## src/rtl/bcd_hex_counter_pkg.sv

```systemverilog
// Shared definitions for the multi-digit hex/BCD counter: digit limits,
// active-low 7-segment glyphs and small per-digit helper functions.
`timescale 1ns/1ps
package bcd_hex_counter_pkg;

  // Largest value a single digit may hold in each radix.
  localparam logic [3:0] DMAX_HEX = 4'hF;
  localparam logic [3:0] DMAX_BCD = 4'h9;

  // Active-low segment patterns, bit 6 = segment a ... bit 0 = segment g.
  // The "9" glyph leaves segment d dark, matching the board displays.
  localparam logic [6:0] SEG_GLYPH [16] = '{
    7'b0000001,  // 0
    7'b1001111,  // 1
    7'b0010010,  // 2
    7'b0000110,  // 3
    7'b1001100,  // 4
    7'b0100100,  // 5
    7'b0100000,  // 6
    7'b0001111,  // 7
    7'b0000000,  // 8
    7'b0001100,  // 9
    7'b0001000,  // A
    7'b1100000,  // b
    7'b0110001,  // C
    7'b1000010,  // d
    7'b0110000,  // E
    7'b0111000   // F
  };

  // Per-digit maximum for the selected radix.
  function automatic logic [3:0] digit_max(input logic bcd);
    return bcd ? DMAX_BCD : DMAX_HEX;
  endfunction

  // One increment or decrement of a single digit, rolling over at dmax / 0.
  // Values above dmax roll to 0 on increment so a stray code cannot stick.
  function automatic logic [3:0] digit_step(input logic [3:0] v,
                                            input logic       up,
                                            input logic [3:0] dmax);
    if (up) begin
      return (v >= dmax) ? 4'h0 : v + 4'h1;
    end
    return (v == 4'h0) ? dmax : v - 4'h1;
  endfunction

  // Load-path clamp: in decimal mode any digit above 9 becomes 9.
  function automatic logic [3:0] digit_clamp(input logic [3:0] v,
                                             input logic       bcd);
    return (bcd && (v > DMAX_BCD)) ? DMAX_BCD : v;
  endfunction

endpackage

```

## src/rtl/bcd_hex_counter_seg7_decode.sv

```systemverilog
// Single-digit decoder: 4-bit value to active-low 7-segment pattern.
`timescale 1ns/1ps
module seg7_decode
  import bcd_hex_counter_pkg::*;
(
  input  logic [3:0] value,
  output logic [6:0] seg
);

  // Pure table lookup; every 4-bit code has a glyph so no default is needed.
  always_comb begin
    seg = SEG_GLYPH[value];
  end

endmodule

```

## src/rtl/bcd_hex_counter.sv

```systemverilog
// Parametrised multi-digit up/down counter with load, hex or BCD digits,
// wrap or saturate at the terminal value, and per-digit 7-segment outputs.
// Tc is combinational so it can drive En of a cascaded instance.
`timescale 1ns/1ps
module bcd_hex_counter
  import bcd_hex_counter_pkg::*;
#(
  parameter int DIGITS   = 4,
  parameter int BCD      = 0,
  parameter int SATURATE = 0
) (
  input  logic                  Clk,
  input  logic                  Clr,
  input  logic                  En,
  input  logic                  Up,
  input  logic                  Ld,
  input  logic [4*DIGITS-1:0]   D,
  output logic [4*DIGITS-1:0]   Q,
  output logic                  Tc,
  output logic                  Ovf,
  output logic [7*DIGITS-1:0]   Disp
);

  localparam logic       IS_BCD  = (BCD != 0);
  localparam logic       IS_SAT  = (SATURATE != 0);
  localparam logic [3:0] DMAX    = digit_max(IS_BCD);

  logic [4*DIGITS-1:0] q_r;
  logic [4*DIGITS-1:0] q_nxt;
  logic [4*DIGITS-1:0] d_ld;
  logic                ovf_r;

  // all_max[i] / all_zero[i]: every digit below i sits at DMAX / 0.
  // Index DIGITS therefore marks the whole counter at its terminal value.
  logic [DIGITS:0]     all_max;
  logic [DIGITS:0]     all_zero;
  logic [DIGITS-1:0]   step_en;
  logic                at_term;

  assign all_max[0]  = 1'b1;
  assign all_zero[0] = 1'b1;

  // Carry/borrow chain: identical next-state logic replicated per digit.
  for (genvar i = 0; i < DIGITS; i++) begin : g_digit
    logic [3:0] q_dig;

    assign q_dig         = q_r[4*i +: 4];
    assign all_max[i+1]  = all_max[i]  & (q_dig == DMAX);
    assign all_zero[i+1] = all_zero[i] & (q_dig == 4'h0);
    assign step_en[i]    = Up ? all_max[i] : all_zero[i];

    // Next digit value when counting: step only if the lower digits ripple.
    always_comb begin
      q_nxt[4*i +: 4] = step_en[i] ? digit_step(q_dig, Up, DMAX) : q_dig;
    end

    // Load value with the decimal clamp applied digit by digit.
    always_comb begin
      d_ld[4*i +: 4] = digit_clamp(D[4*i +: 4], IS_BCD);
    end

    seg7_decode u_seg (
      .value (q_dig),
      .seg   (Disp[7*i +: 7])
    );
  end

  assign at_term = Up ? all_max[DIGITS] : all_zero[DIGITS];

  // Count register and overflow flag; priority Clr > Ld > En > hold.
  // At the terminal value the chain itself produces the wrapped value,
  // so saturation only has to suppress the update.
  always_ff @(posedge Clk) begin
    if (Clr) begin
      q_r   <= '0;
      ovf_r <= 1'b0;
    end else if (Ld) begin
      q_r   <= d_ld;
      ovf_r <= 1'b0;
    end else if (En) begin
      ovf_r <= at_term;
      if (!(at_term && IS_SAT)) begin
        q_r <= q_nxt;
      end
    end else begin
      ovf_r <= 1'b0;
    end
  end

  assign Q   = q_r;
  assign Ovf = ovf_r;
  assign Tc  = En & at_term;

endmodule

```

## config.mk

```make
export PLATFORM = sky130hd
export DESIGN_NAME = bcd_hex_counter
export DESIGN_NICKNAME = d
export VERILOG_FILES = /design/src/rtl/bcd_hex_counter_pkg.sv /design/src/rtl/bcd_hex_counter_seg7_decode.sv /design/src/rtl/bcd_hex_counter.sv
export SDC_FILE = /design/constraint.sdc
export NUM_CORES = 1
export LEC_CHECK = 0
export CORE_ASPECT_RATIO = 0.9
export CORE_MARGIN = 5
export CORE_UTILIZATION = 49
export DETAILED_ROUTE_END_ITERATION = 8
export GPL_TIMING_DRIVEN = 0
export MAX_ROUTING_LAYER = met4
export PLACE_DENSITY = 0.81
export SYNTH_ARGS = -nofsm -noshare
export SYNTH_HDL_FRONTEND = slang
export SYNTH_HIERARCHICAL = 1
export SYNTH_SLANG_ARGS = --single-unit
export TNS_END_PERCENT = 100
```

## constraint.sdc

```tcl
create_clock -name Clk -period 3.7 [get_ports Clk]
set_clock_uncertainty 0.1 [all_clocks]
set_input_delay 1.11 -clock Clk [delete_from_list [all_inputs] [get_ports Clk]]
set_output_delay 1.11 -clock Clk [all_outputs]
set_load 0.03 [all_outputs]
```

==> results of run 1 <==
-- power by group through the flow --
stage               Combinational, mW  Clock [mW]  Sequential [mW]
global route                    0.561       0.159            0.249
global placement                0.507           0            0.244
finish                          0.519       0.150            0.243
CTS                             0.521       0.151            0.241
detailed placement              0.519           0            0.245
floorplan                       0.320           0            0.261
-- area by class of cell --
cell class / instances / area (um^2) / area share
plain buffers: 17 / 93.8 / 0.0293
inverters: 26 / 97.6 / 0.0305
flip-flops and latches: 17 / 349 / 0.109
well taps: 65 / 81.3 / 0.0254
repair buffers: 64 / 642 / 0.200
multi-input cells: 259 / 1890 / 0.591
clock buffers: 3 / 41.3 / 0.0129
clock inverters: 1 / 5.00 / 0.00156
-- critical path, stage by stage --
cell and delay, ps:
buf_6 120, or4b_4 550, nor3_4 170, nand3_2 110, a21oi_2 170, buf_6 150
-- worst min-delay path by stage --
stage	cells past startpoint	to	slack, ps	startpoint
finish	2	Q[8]$_SDFFE_PP0P_	520	Q[8]$_SDFFE_PP0P_
global route	2	Q[9]$_SDFFE_PP0P_	580	Q[9]$_SDFFE_PP0P_
CTS	2	Q[8]$_SDFFE_PP0P_	620	Q[8]$_SDFFE_PP0P_
detailed placement	2	Q[8]$_SDFFE_PP0P_	610	Q[8]$_SDFFE_PP0P_
global placement	2	Q[8]$_SDFFE_PP0P_	590	Q[8]$_SDFFE_PP0P_
floorplan	2	Q[9]$_SDFFE_PP0P_	660	Q[9]$_SDFFE_PP0P_
-- flip-flops by register name, summed over array words and instances, names as in the netlist --
register / cells
Ovf: 1
Q: 16
-- routing by layer --
metal	global-route usage	share of wire
met2	0.333	0.47
met1	0.272	0.45
met4	0.0273	0.0053
met5	-	0
met3	0.0378	0.068
-- repair_timing --
item | CTS | global route
setup buffers | 0 | 0
gates resized for setup | 10 | 7
endpoints found under the setup margin | 1 | 10
pin swaps | 2 | 1
hold buffers | 0 | 0
gates cloned | 0 | 0
-- logic make-up (layout without fill, tap and decap cells) --
group                    after synthesis  after routing  share of synthesized area
AND/OR/NAND/NOR                      108            108                      0.230
AO/OA/AOI/OAI                         95             95                      0.276
buffers and inverters                 44            111                     0.0839
adder cells (fa/ha/maj)               32             32                      0.166
flip-flops                            17             17                      0.141
multiplexers                          16             16                     0.0746
XOR/XNOR                               8              8                     0.0290
-- through the flow --
step | setup slack, ps | hold slack [ps] | instance area (um^2) | cells | power (mW)
after floorplan | 19.9 | 659 | 2420 | 320 | 0.581
after global placement | -572 | 590 | 3140 | 449 | 0.751
after detailed placement | -602 | 608 | 3140 | 449 | 0.765
after CTS | 35.6 | 620 | 3190 | 452 | 0.914
after global routing | 22.7 | 582 | 3200 | 452 | 0.970
final | 98.8 | 516 | 3200 | 452 | 0.912
-- synth_stat cells (3+ instances only) --
library cell | number | area share
nor3_1 | 7 | 0.015
nor4_1 | 4 | 0.010
dfxtp_1 | 17 | 0.14
or3b_1 | 3 | 0.011
xnor2_1 | 5 | 0.018
a211oi_1 | 5 | 0.016
xor2_1 | 3 | 0.011
a311oi_1 | 4 | 0.015
o21ai_0 | 9 | 0.019
ha_1 | 32 | 0.17
clkbuf_1 | 9 | 0.014
nand4_1 | 5 | 0.013
nand2b_1 | 3 | 0.0078
buf_2 | 3 | 0.0062
a22o_1 | 3 | 0.011
o31ai_1 | 3 | 0.0093
nor2_1 | 32 | 0.050
mux2_2 | 4 | 0.019
a21boi_1 | 3 | 0.0093
nand2_1 | 15 | 0.023
o32ai_2 | 3 | 0.020
a21oi_1 | 18 | 0.037
nand3_1 | 22 | 0.046
o21ai_1 | 18 | 0.037
or3_1 | 3 | 0.0078
nor2b_1 | 4 | 0.010
mux2_4 | 3 | 0.019
inv_1 | 21 | 0.033
a21o_1 | 3 | 0.0093
buf_4 | 3 | 0.0093
mux2i_1 | 9 | 0.037
a31oi_1 | 4 | 0.010
buf_6 | 3 | 0.014
inv_2 | 4 | 0.0062
==> impl_metrics.py, run 1 <==
metrics = {
    "run_status": {
        "status": "finished clean",
    },
    "timing": {
        "tightest_slew_ps": 653,
        "post-route-period-util": 0.973,
        "min_period_ps": 3600,
        "fin_tns_setup_ps": 0,
        "hold_viol": 0,
        "rsz0062_at_grt": "false",
        "fmax_ghz": 0.278,
        "slew_viol_final": 0,
        "setup_violations": 0,
        "slew_headroom": 0.561,
    },
    "flow_run": {
        "drv_cap": 0,
    },
    "final_layout": {
        "final_layout_size_suffix_gt1_frac": 0.119,
        "num_antenna_cells": 0,
        "fin_util": 0.666,
        "areaGrowthSynthToFinish_pct": 32.6,
        "layout.nets": 441,
        "final_cell_mix": "63 x clkdlybuf4s50_1, 32 x nor2_1, 32 x ha_1",
        "final_common_cell": "clkdlybuf4s50_1",
        "n_fill_cell": 425,
    },
    "clocking": {
        "clk_latency_ps": 260,
        "cts_made_buffers": 3,
        "cts_root_buffer": "clkbuf_8",
        "h-tree-depth": 1,
        "cts_buffer_depth": 2,
        "cts.sinks": 17,
        "clk_pin_slew_ps": 80,
        "cts_tree": "built",
    },
    "setup_path": {
        "r2r_cells": 6,
        "worstReg2RegStart": "Q[1]$_SDFFE_PP0P_",
        "reg2reg_slack_ps": 1340,
        "cp.arrival_ps": 2390,
        "rr_endpoint": "Q[12]$_SDFFE_PP0P_",
        "crit_fanout": 10,
        "cp-startpoint": "Up",
        "cp.required_ps": 2490,
        "critPathKind": "input port to output pin",
        "start_kind": "input port",
        "endpoint_kind": "output pin",
        "cp-endpoint": "Tc",
    },
    "placed_design": {
        "gp_congestion": 0.858,
        "port_buffers": 64,
        "hpwl_um": 5020,
    },
    "global_route": {
        "antenna_found_initial": 0,
        "overflow": 0,
        "grt_max_degree": 16,
        "grtUsageTotal": 0.205,
        "grt_pass1_vias": 2376,
        "grt_pass1_wl_um": 11100,
    },
    "die": {
        "num_rows": 24,
        "initial_core_util": 0.503,
        "die_w_um": 84,
        "coreArea_um2": 4800,
        "die_area_um2": 6430,
        "die_y_um": 76.6,
        "num_io_pins": 67,
    },
    "route": {
        "wl_um": 6470,
        "wire_per_inst_um": 14.3,
        "dr_total_vias": 2552,
        "via_per_inst": 5.65,
        "drt_iter0_drc": 176,
        "drc": 0,
        "drtPass1Iterations": 4,
        "drtAntennaViolNets": 0,
    },
    "pwr": {
        "power_switching_uw": 408,
        "seqPwrFrac": 0.266,
        "p_comb_frac": 0.569,
        "p_sw_frac": 0.448,
        "vdd_drop_max_mv": 0.222,
        "power.internal_uw": 504,
        "p_leak_nw": 1.24,
        "clkPwrFrac": 0.164,
        "pwr_density_cell_nw_per_um2": 285,
    },
    "synth": {
        "synth_edf_count": 0,
        "yosysWarnings": 6,
        "ys_types": 60,
        "syn_nets": 373,
        "async_flop_share": 0,
        "ys_ff_latch": 17,
        "syn_avg_cell_area_um2": 7.55,
        "syn-cell-area_um2": 2410,
        "syn_inst": 320,
        "ys.flop_type": "dfxtp_1",
        "yosysSeqAreaShare": 0.141,
    },
    "hold_path": {
        "min_path_type": "register to register",
    },
}
Power figures use the tool's default switching activity.
==> inputs of run 2 (changes only) <==
--- a/config.mk
+++ b/config.mk
@@ -6,10 +6,11 @@
 export NUM_CORES = 1
 export LEC_CHECK = 0
 export CORE_ASPECT_RATIO = 0.9
-export CORE_MARGIN = 5
+export CORE_MARGIN = 2
 export CORE_UTILIZATION = 49
 export DETAILED_ROUTE_END_ITERATION = 8
 export GPL_TIMING_DRIVEN = 0
+export HOLD_SLACK_MARGIN = 0.02
 export MAX_ROUTING_LAYER = met4
 export PLACE_DENSITY = 0.81
 export SYNTH_ARGS = -nofsm -noshare
==> run 2 against run 1 <==
Compared with the run above: worst hold slack worse by 9.7 ps; largest cell class unchanged; via count grew 0.63%; first-iteration DRC count grew 14%; critical path depth rose by 1; total power is 0.59% lower; sequential share of layout area unchanged; core utilization unchanged.
==> impl_metrics.py, run 2 (synthesis results as in run 1) <==
metrics = {
    "clocking": {
        "cts_tree": "built",
        "cts.sinks": 17,
        "cts_root_buffer": "clkbuf_8",
        "ctsHoldBuffers": 0,
        "clk_latency_ps": 260,
        "cts_buffer_depth": 2,
        "clk_pin_slew_ps": 70,
        "h-tree-depth": 1,
        "cts_made_buffers": 3,
    },
    "timing": {
        "fmax_ghz": 0.272,
        "slew_headroom": 0.549,
        "hold_viol": 0,
        "min_period_ps": 3680,
        "slew_viol_final": 0,
        "post-route-period-util": 0.995,
        "rsz0062_at_grt": "true",
        "setup_violations": 0,
        "tightest_slew_ps": 670,
    },
    "flow_run": {
        "drv_cap": 0,
    },
    "final_layout": {
        "final_cell_mix": "63 x clkdlybuf4s50_1, 32 x nor2_1, 32 x ha_1",
        "n_fill_cell": 422,
        "final_cell_area_um2": 3200,
        "final_common_cell": "clkdlybuf4s50_1",
        "areaGrowthSynthToFinish_pct": 32.6,
        "layout.cells.non_filler": 453,
        "final_layout_size_suffix_gt1_frac": 0.119,
        "largest_reg_flops": 16,
        "num_antenna_cells": 0,
        "layout.nets": 442,
    },
    "placed_design": {
        "hpwl_um": 4740,
        "postPlaceCellArea_um2": 3140,
        "port_buffers": 64,
        "place_inst": 449,
        "gp_congestion": 0.849,
    },
    "route": {
        "wl_um": 6190,
        "drt_iter0_drc": 200,
        "dr_total_vias": 2568,
        "via_per_inst": 5.67,
        "drtAntennaViolNets": 0,
        "drtPass1Iterations": 4,
        "wire_per_inst_um": 13.7,
        "drc": 0,
    },
    "die": {
        "initial_core_util": 0.503,
        "num_rows": 24,
        "coreArea_um2": 4800,
        "num_io_pins": 67,
        "die_y_um": 70.6,
        "die_w_um": 78,
        "die_area_um2": 5510,
    },
    "global_route": {
        "antenna_found_initial": 0,
        "overflow": 0,
        "grt_pass1_wl_um": 10300,
        "grt_pass1_vias": 2260,
        "grt_max_degree": 16,
        "grtUsageTotal": 0.227,
    },
    "pwr": {
        "p_leak_nw": 1.24,
        "vdd_drop_max_mv": 0.286,
        "pwr_density_cell_nw_per_um2": 283,
    },
    "setup_path": {
        "crit_fanout": 10,
        "critPathKind": "input port to output pin",
        "cp.arrival_ps": 2470,
        "start_kind": "input port",
        "cp.required_ps": 2490,
        "endpoint_kind": "output pin",
    },
    "run_status": {
        "status": "finished clean",
    },
    "hold_path": {
        "min_path_type": "register to register",
    },
}
[run 2: report_power, final]
group | total (mW) | leakage (nW) | switching, mW | internal [mW]
Clock | 0.145 | 0.0255 | 0.0705 | 0.0749
Combinational | 0.519 | 1.07 | 0.287 | 0.232
Sequential | 0.242 | 0.143 | 0.0439 | 0.198
Total | 0.907 | 1.24 | 0.401 | 0.505
[run 2: critical path: stages]
cell     delay [ps]
buf_6           120
or4b_4          480
buf_6           150
nor3_2          180
nand3_1         130
a21oi_2         150
buf_6           150
[run 2: final timing paths]
| kind | slack, ps | end | cells after the start | start |
|---|---|---|---|---|
| setup / recovery | 20 | Tc | 7 | Up |
| hold / removal | 510 | Q[8]$_SDFFE_PP0P_ | 2 | Q[8]$_SDFFE_PP0P_ |
| setup reg to reg | 1270 | Q[13]$_SDFFE_PP0P_ | 7 | Q[1]$_SDFFE_PP0P_ |
| hold reg to reg | 510 | Q[8]$_SDFFE_PP0P_ | 2 | Q[8]$_SDFFE_PP0P_ |
[run 2: what timing repair did]
action / 4_1_cts / 5_1_grt
pin swaps: 0 / 1
resized for setup: 7 / 8
setup buffers: 0 / 0
endpoints found under the setup margin: 1 / 9
[run 2: metrics by stage]
step                      utilization  hold WS (ps)  power, mW  worst slack (ps)  TNS (ps)
after floorplan                     -           659      0.581              19.9         0
after global placement          0.654           597      0.749              -566      -566
after detailed placement        0.654           590      0.763              -562      -562
after global routing            0.666           542      0.962             -45.7     -45.7
final                           0.666           507      0.907              19.0         0
after CTS                       0.664           606      0.907             0.957         0
[run 2: layer usage]
layer  track usage  share of wire  vias to the layer above
met4        0.0175         0.0018                        0
met1         0.321           0.47                     1178
met5             -              0                        -
li1              -              -                     1311
met3        0.0332          0.059                        2
met2         0.359           0.47                       77
[run 2: area by class of cell]
cell class,count,area (um^2),area share
multi-input combinational,259,1880,0.587
timing repair buffer,64,642,0.200
inverter,26,97.6,0.0305
sequential,17,349,0.109
buffer,18,105,0.0328
clock buffer,3,41.3,0.0129
clock inverter,1,5.00,0.00156
tap,65,81.3,0.0254
